**src/rtl/instruction_fetch_register.sv**
```systemverilog
// Instruction fetch register: fetches one instruction per cycle of IDLE/REQ/EXEC into I
// and steps the decoder micro-state. Optional fetch timeout via `IFETCH_TIMEOUT_EN.
module instruction_fetch_register #(
  parameter int ADDR_W  = 64,
  parameter int TIMEOUT = 16
) (
  input  logic              clock,
  input  logic              reset_n,
  input  logic [ADDR_W-1:0] pc,
  input  logic [1:0]        ns,
  output logic              imem_req,
  output logic [ADDR_W-1:0] imem_addr,
  input  logic              imem_ack,
  input  logic [31:0]       imem_data,
  output logic [31:0]       I,
  output logic [1:0]        state,
  output logic              instr_valid,
  output logic              fetch_fault
);

  typedef enum logic [1:0] {IDLE, REQ, EXEC, FAULT} fsm_t;

  if (TIMEOUT < 2 || TIMEOUT > 255) begin : g_bad_timeout
    $error("instruction_fetch_register: TIMEOUT must be in 2..255");
  end

  fsm_t              r_fsm, w_fsm;
  logic              r_armed, w_armed;
  logic              r_req, w_req;
  logic [ADDR_W-1:0] r_addr, w_addr;
  logic [31:0]       r_I, w_I;
  logic [1:0]        r_ustate, w_ustate;
  logic              r_valid, w_valid;

`ifdef IFETCH_TIMEOUT_EN
  localparam logic [7:0] CNT_LAST = 8'(TIMEOUT - 1);
  logic [7:0] r_cnt, w_cnt;
  logic       r_fault, w_fault;
`endif

  // The first IDLE after reset is held one extra cycle (r_armed) so the
  // first request rises on the second edge after reset release.
  always_comb begin
    w_fsm    = r_fsm;
    w_armed  = r_armed;
    w_req    = r_req;
    w_addr   = r_addr;
    w_I      = r_I;
    w_ustate = r_ustate;
    w_valid  = r_valid;
`ifdef IFETCH_TIMEOUT_EN
    w_cnt    = r_cnt;
    w_fault  = r_fault;
`endif
    case (r_fsm)
      IDLE: begin
        if (!r_armed) begin
          w_armed = 1'b1;
        end else begin
          w_fsm  = REQ;
          w_addr = pc;
          w_req  = 1'b1;
`ifdef IFETCH_TIMEOUT_EN
          w_cnt  = '0;
`endif
        end
      end
      REQ: begin
        if (imem_ack) begin
          w_I      = imem_data;
          w_ustate = 2'b00;
          w_valid  = 1'b1;
          w_req    = 1'b0;
          w_fsm    = EXEC;
        end else begin
`ifdef IFETCH_TIMEOUT_EN
          if (r_cnt == CNT_LAST) begin
            w_fsm   = FAULT;
            w_req   = 1'b0;
            w_valid = 1'b0;
            w_fault = 1'b1;
          end else begin
            w_cnt = r_cnt + 8'd1;
          end
`endif
        end
      end
      EXEC: begin
        w_ustate = ns;
        if (ns == 2'b00) begin
          w_valid = 1'b0;
          w_fsm   = IDLE;
        end
      end
      default: begin
        w_req   = 1'b0;
        w_valid = 1'b0;
`ifdef IFETCH_TIMEOUT_EN
        w_fault = 1'b1;
`endif
      end
    endcase
  end

  always_ff @(posedge clock or negedge reset_n) begin
    if (!reset_n) begin
      r_fsm    <= IDLE;
      r_armed  <= 1'b0;
      r_req    <= 1'b0;
      r_addr   <= '0;
      r_I      <= '0;
      r_ustate <= 2'b00;
      r_valid  <= 1'b0;
    end else begin
      r_fsm    <= w_fsm;
      r_armed  <= w_armed;
      r_req    <= w_req;
      r_addr   <= w_addr;
      r_I      <= w_I;
      r_ustate <= w_ustate;
      r_valid  <= w_valid;
    end
  end

`ifdef IFETCH_TIMEOUT_EN
  always_ff @(posedge clock or negedge reset_n) begin
    if (!reset_n) begin
      r_cnt   <= '0;
      r_fault <= 1'b0;
    end else begin
      r_cnt   <= w_cnt;
      r_fault <= w_fault;
    end
  end

  assign fetch_fault = r_fault;
`else
  assign fetch_fault = 1'b0;
`endif

  assign imem_req    = r_req;
  assign imem_addr   = r_addr;
  assign I           = r_I;
  assign state       = r_ustate;
  assign instr_valid = r_valid;

endmodule
```
**config.mk**
```make
export PLATFORM = sky130hd
export DESIGN_NAME = instruction_fetch_register
export DESIGN_NICKNAME = d
export VERILOG_FILES = /design/src/rtl/instruction_fetch_register.sv
export SDC_FILE = /design/constraint.sdc
export NUM_CORES = 1
export LEC_CHECK = 0
export CAP_MARGIN = 30
export CORE_UTILIZATION = 43
export DETAILED_ROUTE_END_ITERATION = 10
export PLACE_DENSITY_LB_ADDON = 0.08
export SLEW_MARGIN = 20
export SYNTH_ARGS = -nofsm -noshare
export SYNTH_HDL_FRONTEND = slang
export SYNTH_SLANG_ARGS = --single-unit
```
**constraint.sdc**
```tcl
create_clock -name clock -period 3.5 [get_ports clock]
set_input_delay 0.7 -clock clock [delete_from_list [all_inputs] [get_ports clock]]
set_output_delay 0.7 -clock clock [all_outputs]
set_load 0.005 [all_outputs]
```
## Yosys cells after proc, flatten, opt, wreduce, memory -nomap -nowiden

Cells that the tools add are included.

| storage, ports and cells | value |
|---|---|
| register bits after elaboration | 103 |
| latch bits | 0 |
| memory bits (writable) | 0 |
| ROM bits | 0 |
| word-level logic and storage cells | 36 |
| memories kept | 0 |

| operators by class | value |
|---|---|
| add/sub/neg operators | 0 |
| $mul | 0 |
| divide/modulo/power cells | 0 |
| $lt $le $gt $ge | 0 |
| equality and inequality tests | 5 |
| shift-type cells | 0 |
| muxes and demuxes | 12 |
| bitwise logic cells | 2 |
| reduce and logical (&&, ||, !) cells | 10 |

Operators by type and width:

| cell | count |
|---|---|
| two-way mux 2 bit | 4 |
| != test 2 bit (second input constant) | 3 |
| case mux 1 bit (3 select lines) | 2 |
| case mux 2 bit (3 select lines) | 1 |
| AND reduction 2 bit | 3 |
| AND reduction 3 bit | 2 |
| logical NOT 2 bit | 2 |
| two-way mux 1 bit | 4 |
| case mux 2 bit (2 select lines) | 1 |
| AND reduction 4 bit | 1 |
| nonzero test 3 bit | 1 |
| equality test 2 x 1 -> 1 bit (second input constant) | 1 |
| equality test 2 bit (second input constant) | 1 |
| inverter 1 bit | 2 |
| nonzero test 2 bit | 1 |

## Logic depth before layout (Yosys ltp)

Gate-level depths: netlist of the first run.

| depth | value |
|---|---|
| depth after elaboration | 3 |
| depth in mapped cells | 6 |

## Least setup slack after synthesis of the first run

OpenSTA, ideal clock, no wires.

| timing | value |
|---|---|
| kind | input to register |
| from | input ns[0] |
| to | register r_fsm[1] |
| library setup time | 0.125 ns |
| arrival | 1.498 ns |
| data required time | 3.375 ns |
| setup slack | 1.876 ns |
| stages | 3 |
| buffers on the path | 0 |
| cells stage by stage | o21ai_0 > and4bb_2 > mux2_4 |

| on the way | value |
|---|---|
| word-level cells in the longest chain between the ends | 3 |

Ends and longest elaborated chain:

| item | RTL line | source |
|---|---|---|
| start, declared | 10 | `input logic [1:0] ns,` |
| logical NOT 2 bit | 90 | `if (ns == 2'b00) begin` |
| != test 2 bit (no line) | n/a |  |
| AND reduction 4 bit (no line) | n/a |  |
| end signal, assigned | 115 | `r_fsm <= w_fsm;` |
| end, declared | 27 | `fsm_t r_fsm, w_fsm;` |

Every way passes these cells.
A chain may end at the register's enable or synchronous reset.

## Final worst setup path of the first run

| timing | value |
|---|---|
| from | register r_fsm[0] |
| to | register r_addr[43] (netlist: imem_addr[43]) |

| on the way | value |
|---|---|
| word-level cells in the longest chain between the ends | 2 |

Ends and longest elaborated chain:

| item | RTL line | source |
|---|---|---|
| logical NOT 2 bit | 55 | `case (r_fsm)` |
| AND reduction 2 bit (no line) | n/a |  |
| end signal, assigned | 118 | `r_addr <= w_addr;` |
| end, declared | 30 | `logic [ADDR_W-1:0] r_addr, w_addr;` |

Every way passes these cells.

==> out/qor.csv, run 1 <==
metric,value,unit
status,"complete, but fails checks",
failed_checks,design-rule violations,
synth_nets,345,
cp-end-kind,flop,
path_class,flop to flop,
antenna_found_initial,0,
synth-seq-cells,103,
hold_buffers,0,
yosys.area.top_type,dfrtp_1,
fin_crit,2.24,ns
ys_seq_area_frac,0.650,
fmax,446,MHz
fp.dieW,98.0,um
via_per_inst,4.87,
cts_resized,0,
die_h,98.0,um
reg2reg_from,r_fsm[0]$_DFFE_PN0P_,
grt_pass1_wl,14600,um
hpwl,6980,um
grtUsageTotal,0.198,
area_growth_syn_to_layout,57.9,%
cts_tree,built,
tightest_slew,0.698,ns
max-cap-violations,0,
clock_sink_count,103,
crit_required,3.73,ns
synth_area,3960,sq um
routedWlPerCell,16.5,um
grt_pass1_vias,2774,
start_util,0.450,
hp-class,primary input to asynchronous set/reset pin,
hold_viol,0,
yosys-top-cells-area,"dfrtp_1, mux2_2, ha_1",
fin_setup_tns,0,ns
critical_path_arrival,2.47,ns
crit_path_max_fanout,30,
fin_crit_sh,0.640,
cp_slowest_cell,nand2_2,
dr_total_vias,2702,
fin_area,6260,sq um
drt_iter0_drc,92,
synth_area_per_cell,16.6,sq um
clk_pin_slew_worst_paths,0.10,ns
rsz0062_at_grt,false,
finalNetCount,549,
wl,9180,um
powerDensity,872,nW/um^2
core,8810,sq um
startpoint_type,flop,
clockBufferDepth,2,
drtAntennaViolNets,0,
place.gp.congestion,0.733,
synth_most_common_cell,dfrtp_1,
die_area,9600,sq um
path_delay_family,simple AND/OR/NAND/NOR gates,
ys_top_cells_by_count,"dfrtp_1, mux2_2, buf_2",
ys_async_sr_fraction,1.00,
clockRootBuffer,clkbuf_8,
cp-startpoint,r_fsm[0]$_DFFE_PN0P_,
setup_viol,0,
grt_overflow,0,
post_cts_buffers,0,
ir_worst_vdd,0.000449,V
cts_buffers,9,
critPathBufInv,2,
synth_top_area_share,0.650,
ys.warnings.count,0,
finalMaxSlewViolations,0,
relSlewSlack,0.533,
port_buffers,200,
antenna_cells,0,
route.detailed.drc,17,
syn_inst,239,
clk_latency,0.35,ns
path_cells,inv_1 > ha_1 > nand2_2 > buf_4 > mux2_2,
finClkSkew,0.00891,ns
drive_above_1_share,0.257,
grt_max_degree,56,
placed_area,6070,sq um
yosysUniqueCellTypes,23,
leakage,2.60,nW
synth_edf_count,0,
crit_path_max_incr_delay,0.54,ns
htreeDepth,3,
io_pins,202,
drt-pass1-iter-count,8,
dominantRegCellSynth,dfrtp_1,
fp-row-count,34,
cells by family (layout without fill, tap and decap cells):
kind of cell / after synthesis / in the layout / synth area share
other: 1 / 1 / 0.000946
buffers and inverters: 14 / 222 / 0.0199
DFF: 103 / 103 / 0.650
AOI/OAI and AO/OA: 8 / 8 / 0.0136
muxes: 100 / 100 / 0.284
adders and majority gates: 5 / 5 / 0.0158
and+or+nand+nor: 8 / 8 / 0.0152
worst register-to-register path, delay by kind of cell, from the launching register on:
family        cells  cell delay, ns
simple gates      1            0.54
buf+inv           2            0.51
flops             1            0.41
mux               1            0.38
fa+ha+maj         1            0.28
layout make-up:
class	count	area (sq um)
Clock buffer	10	128
Clock inverter	5	58.8
Fill cell	645	2550
Inverter	3	11.3
Multi-Input combinational cell	122	1310
Sequential cell	103	2580
Tap cell	108	135
Timing Repair Buffer	204	2040
worst paths after layout:
kind	end	slack (ns)	cells past startpoint
setup / recovery	imem_addr[43]$_DFFE_PN0P_	1.26	5
max in group asynchronous	imem_addr[53]$_DFFE_PN0P_	2.39	2
min in group clock	imem_addr[51]$_DFFE_PN0P_	0.50	1
hold reg to reg	imem_addr[51]$_DFFE_PN0P_	0.50	1
hold / removal	imem_addr[29]$_DFFE_PN0P_	0.35	1
setup reg to reg	imem_addr[43]$_DFFE_PN0P_	1.26	5
cell usage in the layout (no fill, tap or decap), types with 2 or more instances in the layout:
master,count
mux2i_1,3
mux2_1,5
ha_1,5
a32oi_1,2
o21ai_0,3
buf_4,4
clkinvlp_4,2
dfrtp_1,103
clkbuf_8,9
inv_1,3
clkdlybuf4s50_1,199
mux2_2,91
sequential cells by signal, indices dropped and copies added, names as in the netlist:
signal	cells
instr_valid	1
imem_addr	64
I	32
state	2
r_armed	1
imem_req	1
r_fsm	2
report_power, final:
| group | total (mW) | internal, mW | switching [mW] |
|---|---|---|---|
| clock | 0.721 | 0.329 | 0.392 |
| sequential | 2.10 | 1.80 | 0.293 |
| combinational | 2.64 | 1.82 | 0.820 |
stage by stage:
step	setup slack, ns	hold WS [ns]	util	cells	total power, mW
after detailed placement	1.22	0.481	0.690	540	4.81
after global routing	1.12	0.392	0.711	555	5.80
after CTS	1.22	0.376	0.711	555	5.53
after global placement	1.27	0.475	0.690	540	4.72
final	1.26	0.353	0.711	555	5.46
after floorplan	1.88	0.404	-	239	3.26
per-layer routing:
metal	part of all wire	GRT usage	vias to the layer above
li1	-	-	1242
met1	0.39	0.242	1328
met2	0.50	0.334	117
met3	0.086	0.0530	15
met4	0.021	0.0816	0
met5	0	0	-
Power figures use the tool's default switching activity.
==> inputs of run 2 (changes only) <==
CORE_UTILIZATION = 36   (was 43)
clock period = 1.9 ns   (was 3.5 ns; I/O delays follow)
==> run 2 against run 1 <==
  * The flow now finishes without violations
  * Utilization fell by 10 points
  * Critical path depth did not move
  * Register-to-register slack got worse by 1.1 ns
  * Combinational power rose by 91%
  * Global-route usage fell by 3.7 points
  * Final area rose by 1.8%
  * Worst hold slack got worse by 0.29 ns
  * Critical path type unchanged
  * Largest cell class unchanged
  * Highest routed layer unchanged
==> out/qor.csv, run 2 (synthesized netlist as in run 1, its figures left out) <==
metric,value,unit,change
die_area,11400,sq um,was 9600 sq um
drt-pass1-iter-count,4,,was 8
crit_path_max_incr_delay,0.42,ns,was 0.54 ns
clk_latency,0.35,ns,about the same
worst_slack,0.207,ns,was 1.26 ns
wl,9140,um,was 9180 um
antenna_cells,0,,unchanged
clock_sink_count,103,,unchanged
hpwl,6750,um,was 6980 um
post_cts_buffers,0,,unchanged
startpoint_type,flop,,unchanged
ir_worst_vdd,0.000655,V,was 0.000449 V
path_delay_family,simple AND/OR/NAND/NOR gates,,unchanged
cp-end-kind,flop,,unchanged
fmax,591,MHz,was 446 MHz
placed_area,6180,sq um,was 6070 sq um
die_h,107,um,was 98.0 um
hold_viol,0,,unchanged
rr_worst_depth,5,,unchanged
fin_area,6370,sq um,was 6260 sq um
clockRootBuffer,clkbuf_8,,unchanged
cp_num_cells,5,,unchanged
cp_slowest_cell,dfrtp_1,,was nand2_2
largest_reg_flops,64,,unchanged
max-cap-violations,0,,unchanged
fin_setup_tns,0,ns,unchanged
drtAntennaViolNets,0,,unchanged
clk_pin_slew_worst_paths,0.10,ns,about the same
fp-row-count,37,,was 34
hp-class,primary input to asynchronous set/reset pin,,unchanged
leakage,2.65,nW,was 2.60 nW
finalMaxSlewViolations,0,,unchanged
tightest_slew,0.574,ns,was 0.698 ns
fin_crit_sh,0.891,,was 0.640
final_common_cell,clkdlybuf4s50_1,,unchanged
hold_buffers,0,,unchanged
port_buffers,200,,unchanged
finClkSkew,0.0152,ns,was 0.00891 ns
rsz0062_at_grt,false,,unchanged
powerDensity,1600,nW/um^2,was 872 nW/um^2
area_growth_syn_to_layout,60.8,%,was 57.9%
core,10500,sq um,was 8810 sq um
relSlewSlack,0.618,,was 0.533
layout_common_cells,"clkdlybuf4s50_1, dfrtp_1, mux2_2",,unchanged
drt_iter0_drc,57,,was 92
path_cells,inv_1 > ha_1 > nor2b_4 > and4bb_2 > mux2_4,,was inv_1 > ha_1 > nand2_2 > buf_4 > mux2_2
grt_max_degree,104,,was 56
dpl_worst_slack,0.0639,ns,was 1.22 ns
grt_pass1_wl,14200,um,was 14600 um
finalNetCount,554,,was 549
crit_required,2.13,ns,was 3.73 ns
cts_resized,0,,unchanged
place.gp.congestion,0.759,,was 0.733
io_pins,202,,unchanged
grt_overflow,0,,unchanged
fp.dieW,107,um,was 98.0 um
grtUsageTotal,0.162,,was 0.198
path_class,flop to flop,,unchanged
via_per_inst,4.52,,was 4.87
cts_tree,built,,unchanged
route.detailed.drc,0,,was 17
setup_viol,0,,unchanged
status,finished clean,,"was complete, but fails checks"
drive_above_1_share,0.269,,was 0.257
antenna_found_initial,0,,unchanged
crit_path_max_fanout,5,,was 30
critical_path_arrival,1.92,ns,was 2.47 ns
start_util,0.377,,was 0.450
grt_pass1_vias,2809,,was 2774
critPathBufInv,1,,was 2
cts_buffers,9,,unchanged
routedWlPerCell,15.5,um,was 16.5 um
htreeDepth,3,,unchanged
fin_crit,1.69,ns,was 2.24 ns
dr_total_vias,2663,,was 2702
clockBufferDepth,2,,unchanged
## run 2: report_power, final
part	internal [mW]	switching (mW)	leakage, nW
registers	3.32	0.532	1.21
clock network	0.559	0.755	0.0963
logic	3.48	1.56	1.34
## run 2: worst reg2reg max path, delay by kind of cell, from the launching register on
family,cells,cell delay [ns]
multiplexers,1,0.29
AND/OR/NAND/NOR,2,0.50
flip-flops,1,0.42
buffers and inverters,1,0.12
adder cells (fa/ha/maj),1,0.25
## run 2: area by class of cell
type	count	area (sq um)
Clock buffer	11	151
Inverter	3	11.3
Multi-Input combinational cell	122	1310
Sequential cell	103	2580
Fill cell	870	4140
Tap cell	136	170
Timing Repair Buffer	209	2120
Clock inverter	5	38.8
## run 2: path summary, 6_finish.rpt
kind | from | endpoint | slack, ns
max | r_fsm[1]$_DFFE_PN0P_ | r_fsm[1]$_DFFE_PN0P_ | 0.21
min | reset_n | I[27]$_DFFE_PN0P_ | 0.06
max reg2reg | r_fsm[1]$_DFFE_PN0P_ | r_fsm[1]$_DFFE_PN0P_ | 0.21
min reg2reg | imem_addr[49]$_DFFE_PN0P_ | imem_addr[49]$_DFFE_PN0P_ | 0.50
max in group asynchronous | reset_n | instr_valid$_DFFE_PN0P_ | 1.37
min in group clock | imem_addr[49]$_DFFE_PN0P_ | imem_addr[49]$_DFFE_PN0P_ | 0.50
## run 2: per-stage QoR
| stage | total power, mW | std cells | hold slack, ns | util |
|---|---|---|---|---|
| 6_report | 10.2 | 589 | 0.0576 | 0.606 |
| 5_1_grt | 10.9 | 589 | 0.0759 | 0.606 |
| 4_1_cts | 10.4 | 589 | 0.0956 | 0.606 |
| 3_5_place_dp | 9.03 | 573 | 0.482 | 0.588 |
| 3_3_place_gp | 8.88 | 573 | 0.473 | 0.588 |
| 2_1_floorplan | 6.01 | 239 | 0.0844 | - |
## run 2: layer usage
layer | share of wire | routed length, um | GRT usage | vias up
met4 | 0.0083 | 76 | 0.0548 | 0
li1 | - | - | - | 1255
met2 | 0.50 | 4540 | 0.271 | 103
met1 | 0.41 | 3740 | 0.197 | 1301
met5 | 0 | 0 | 0 | -
met3 | 0.086 | 789 | 0.0505 | 4
==> inputs of run 3 (changes only) <==
ABC_AREA = 1   (was unset)
CORE_MARGIN = 2   (was unset)
CORE_UTILIZATION = 37   (was 36)
GPL_ROUTABILITY_DRIVEN = 0   (was unset)
==> run 3 against run 2 <==
  * Power grew 2.4%
  * Global-route usage up 2.9 points
  * Combinational power is 4.0% lower
==> out/qor.csv, run 3 <==
metric,value,unit,change
path_cells,clkdlybuf4s50_1,,was inv_1 > ha_1 > nor2b_4 > and4bb_2 > mux2_4
fin_crit_sh,0.849,,was 0.891
switching_share,0.335,,was 0.279
io_pins,202,,unchanged
synth_most_common_cell,nand2_1,,was dfrtp_1
critPathBufInv,1,,unchanged
clock_power_share,0.172,,was 0.129
fp-row-count,39,,was 37
synth-seq-cells,103,,unchanged
synth_area,4220,sq um,was 3960 sq um
finalNetCount,772,,was 554
leakage,3.23,nW,was 2.65 nW
grt_pass1_vias,3727,,was 2809
powerDensity,1570,nW/um^2,was 1600 nW/um^2
port_buffers,200,,unchanged
synth_area_per_cell,8.98,sq um,was 16.6 sq um
ir_worst_vdd,0.000700,V,was 0.000655 V
dr_total_vias,3818,,was 2663
dominantRegCellSynth,dfrtp_1,,unchanged
status,finished clean,,unchanged
start_util,0.374,,was 0.377
crit_path_max_incr_delay,0.52,ns,was 0.42 ns
drive_above_1_share,0.0522,,was 0.269
wl,11400,um,was 9140 um
synth_nets,576,,was 345
ys_seq_area_frac,0.611,,was 0.650
grt_overflow,0,,unchanged
via_per_inst,4.69,,was 4.52
fin_hold_ws,0.469,ns,was 0.0576 ns
fmax,620,MHz,was 591 MHz
setup_viol,0,,unchanged
synth_top_area_share,0.611,,was 0.650
grt_pass1_wl,19000,um,was 14200 um
die_area,12300,sq um,was 11400 sq um
htreeDepth,3,,unchanged
internal-power,6.95,mW,was 7.36 mW
drt_iter0_drc,232,,was 57
critical_path_arrival,1.23,ns,was 1.92 ns
finalCoreUtilization,0.590,,was 0.606
finalMaxSlewViolations,0,,unchanged
pwr-share-comb,0.463,,was 0.494
ys_async_sr_fraction,1.00,,unchanged
ys.warnings.count,0,,unchanged
grtUsageTotal,0.191,,was 0.162
grt_max_degree,65,,was 104
yosysUniqueCellTypes,13,,was 23
antenna_cells,0,,unchanged
cts_buffers,9,,unchanged
clk_pin_slew_worst_paths,0.07,ns,was 0.10 ns
yosys-top-cells-area,"dfrtp_1, nand2_1, nand3_1",,"was dfrtp_1, mux2_2, ha_1"
layout_common_cells,"nand2_1, clkdlybuf4s50_1, dfrtp_1, nand3_1, buf_4",,"was clkdlybuf4s50_1, dfrtp_1, mux2_2"
clockBufferDepth,2,,unchanged
die_h,111,um,was 107 um
fin_area,6650,sq um,was 6370 sq um
fin_setup_tns,0,ns,unchanged
seqPwrFrac,0.365,,was 0.378
max-cap-violations,0,,unchanged
cp_slowest_cell,clkdlybuf4s50_1,,was dfrtp_1
clk_latency,0.34,ns,was 0.35 ns
path_class,flop to output port,,was flop to flop
cp-end-kind,output port,,was flop
final_common_cell,nand2_1,,was clkdlybuf4s50_1
rsz0062_at_grt,false,,unchanged
routedWlPerCell,14.0,um,was 15.5 um
hp-class,flop to flop,,was primary input to asynchronous set/reset pin
drt-pass1-iter-count,4,,unchanged
hold_viol,0,,unchanged
clock_sink_count,103,,unchanged
post_cts_buffers,0,,unchanged
placed_area,6350,sq um,was 6180 sq um
yosys.area.top_type,dfrtp_1,,unchanged
dpl_worst_slack,0.357,ns,was 0.0639 ns
fp.dieW,111,um,was 107 um
largest_reg_flops,64,,unchanged
finClkSkew,0.00734,ns,was 0.0152 ns
drtAntennaViolNets,0,,unchanged
clockRootBuffer,clkbuf_16,,was clkbuf_8
area_growth_syn_to_layout,57.5,%,was 60.8%
hpwl,8130,um,was 6750 um
dp_cells,797,,was 573
power.switching,3.50,mW,was 2.85 mW
crit_required,1.52,ns,was 2.13 ns
fin_crit,1.61,ns,was 1.69 ns
ys_top_cells_by_count,"nand2_1, dfrtp_1, nand3_1",,"was dfrtp_1, mux2_2, buf_2"
path_delay_family,buffers and inverters,,was simple AND/OR/NAND/NOR gates
startpoint_type,flop,,unchanged
core,11300,sq um,was 10500 sq um
crit_path_max_fanout,2,,was 5
antenna_found_initial,0,,unchanged
totalPowerFinal,10.5,mW,was 10.2 mW
worst_slack,0.286,ns,was 0.207 ns
syn_inst,470,,was 239
route.detailed.drc,0,,unchanged
synth_edf_count,0,,unchanged
cts_tree,built,,unchanged
final_cells,814,,was 589
run 3: cell families after synthesis:
logic type	Yosys count	synth area share
buffers and inverters	44	0.0581
flip-flops	103	0.611
adder cells (fa/ha/maj)	5	0.0148
other	1	0.000889
AO/OA/AOI/OAI	7	0.00830
AND/OR/NAND/NOR	310	0.307
run 3: power by group through the flow:
stage | sequential (mW) | combinational (mW) | clock (mW)
6_report | 3.82 | 4.84 | 1.80
5_1_grt | 3.96 | 5.39 | 1.95
4_1_cts | 3.82 | 4.94 | 1.85
3_5_place_dp | 3.84 | 4.92 | 0
3_3_place_gp | 3.81 | 4.85 | 0
2_1_floorplan | 3.92 | 2.01 | 0
run 3: final timing paths:
| path | from | endpoint | slack [ns] | cells after the start |
|---|---|---|---|---|
| setup / recovery | I[2]$_DFFE_PN0P_ | I[2] | 0.29 | 1 |
| hold / removal | I[17]$_DFFE_PN0P_ | I[17]$_DFFE_PN0P_ | 0.47 | 2 |
| setup reg to reg | r_fsm[1]$_DFFE_PN0P_ | r_fsm[0]$_DFFE_PN0P_ | 0.41 | 8 |
| hold reg to reg | I[17]$_DFFE_PN0P_ | I[17]$_DFFE_PN0P_ | 0.47 | 2 |
| max in group asynchronous | reset_n | imem_addr[58]$_DFFE_PN0P_ | 0.80 | 3 |
| min in group asynchronous | reset_n | imem_addr[37]$_DFFE_PN0P_ | 0.49 | 2 |
run 3: timing repair:
action / in CTS / in global routing
resized for setup: 0 / 0
hold buffers: 1 / 0
hold endpoints to repair: 19 / 0
run 3: cell type report:
class	instances	area (sq um)
fill	978	4620
sequential	103	2580
timing repair buffer	217	2150
multi-input combinational	323	1400
clock buffer	11	233
tap	143	179
clock inverter	5	58.8
inverter	12	45.0
run 3: routing by layer:
metal / global-route usage / vias up / wire [um]
met5: 0 / - / 0
met4: 0.0700 / 0 / 227
met3: 0.0547 / 17 / 855
met2: 0.307 / 135 / 5250
met1: 0.247 / 1778 / 5050
li1: - / 1888 / -
run 3: worst min-delay path, delay by kind of cell (launching register included):
kind             cells  cell delay [ns]
flip-flops           1             0.34
AND/OR/NAND/NOR      2             0.09
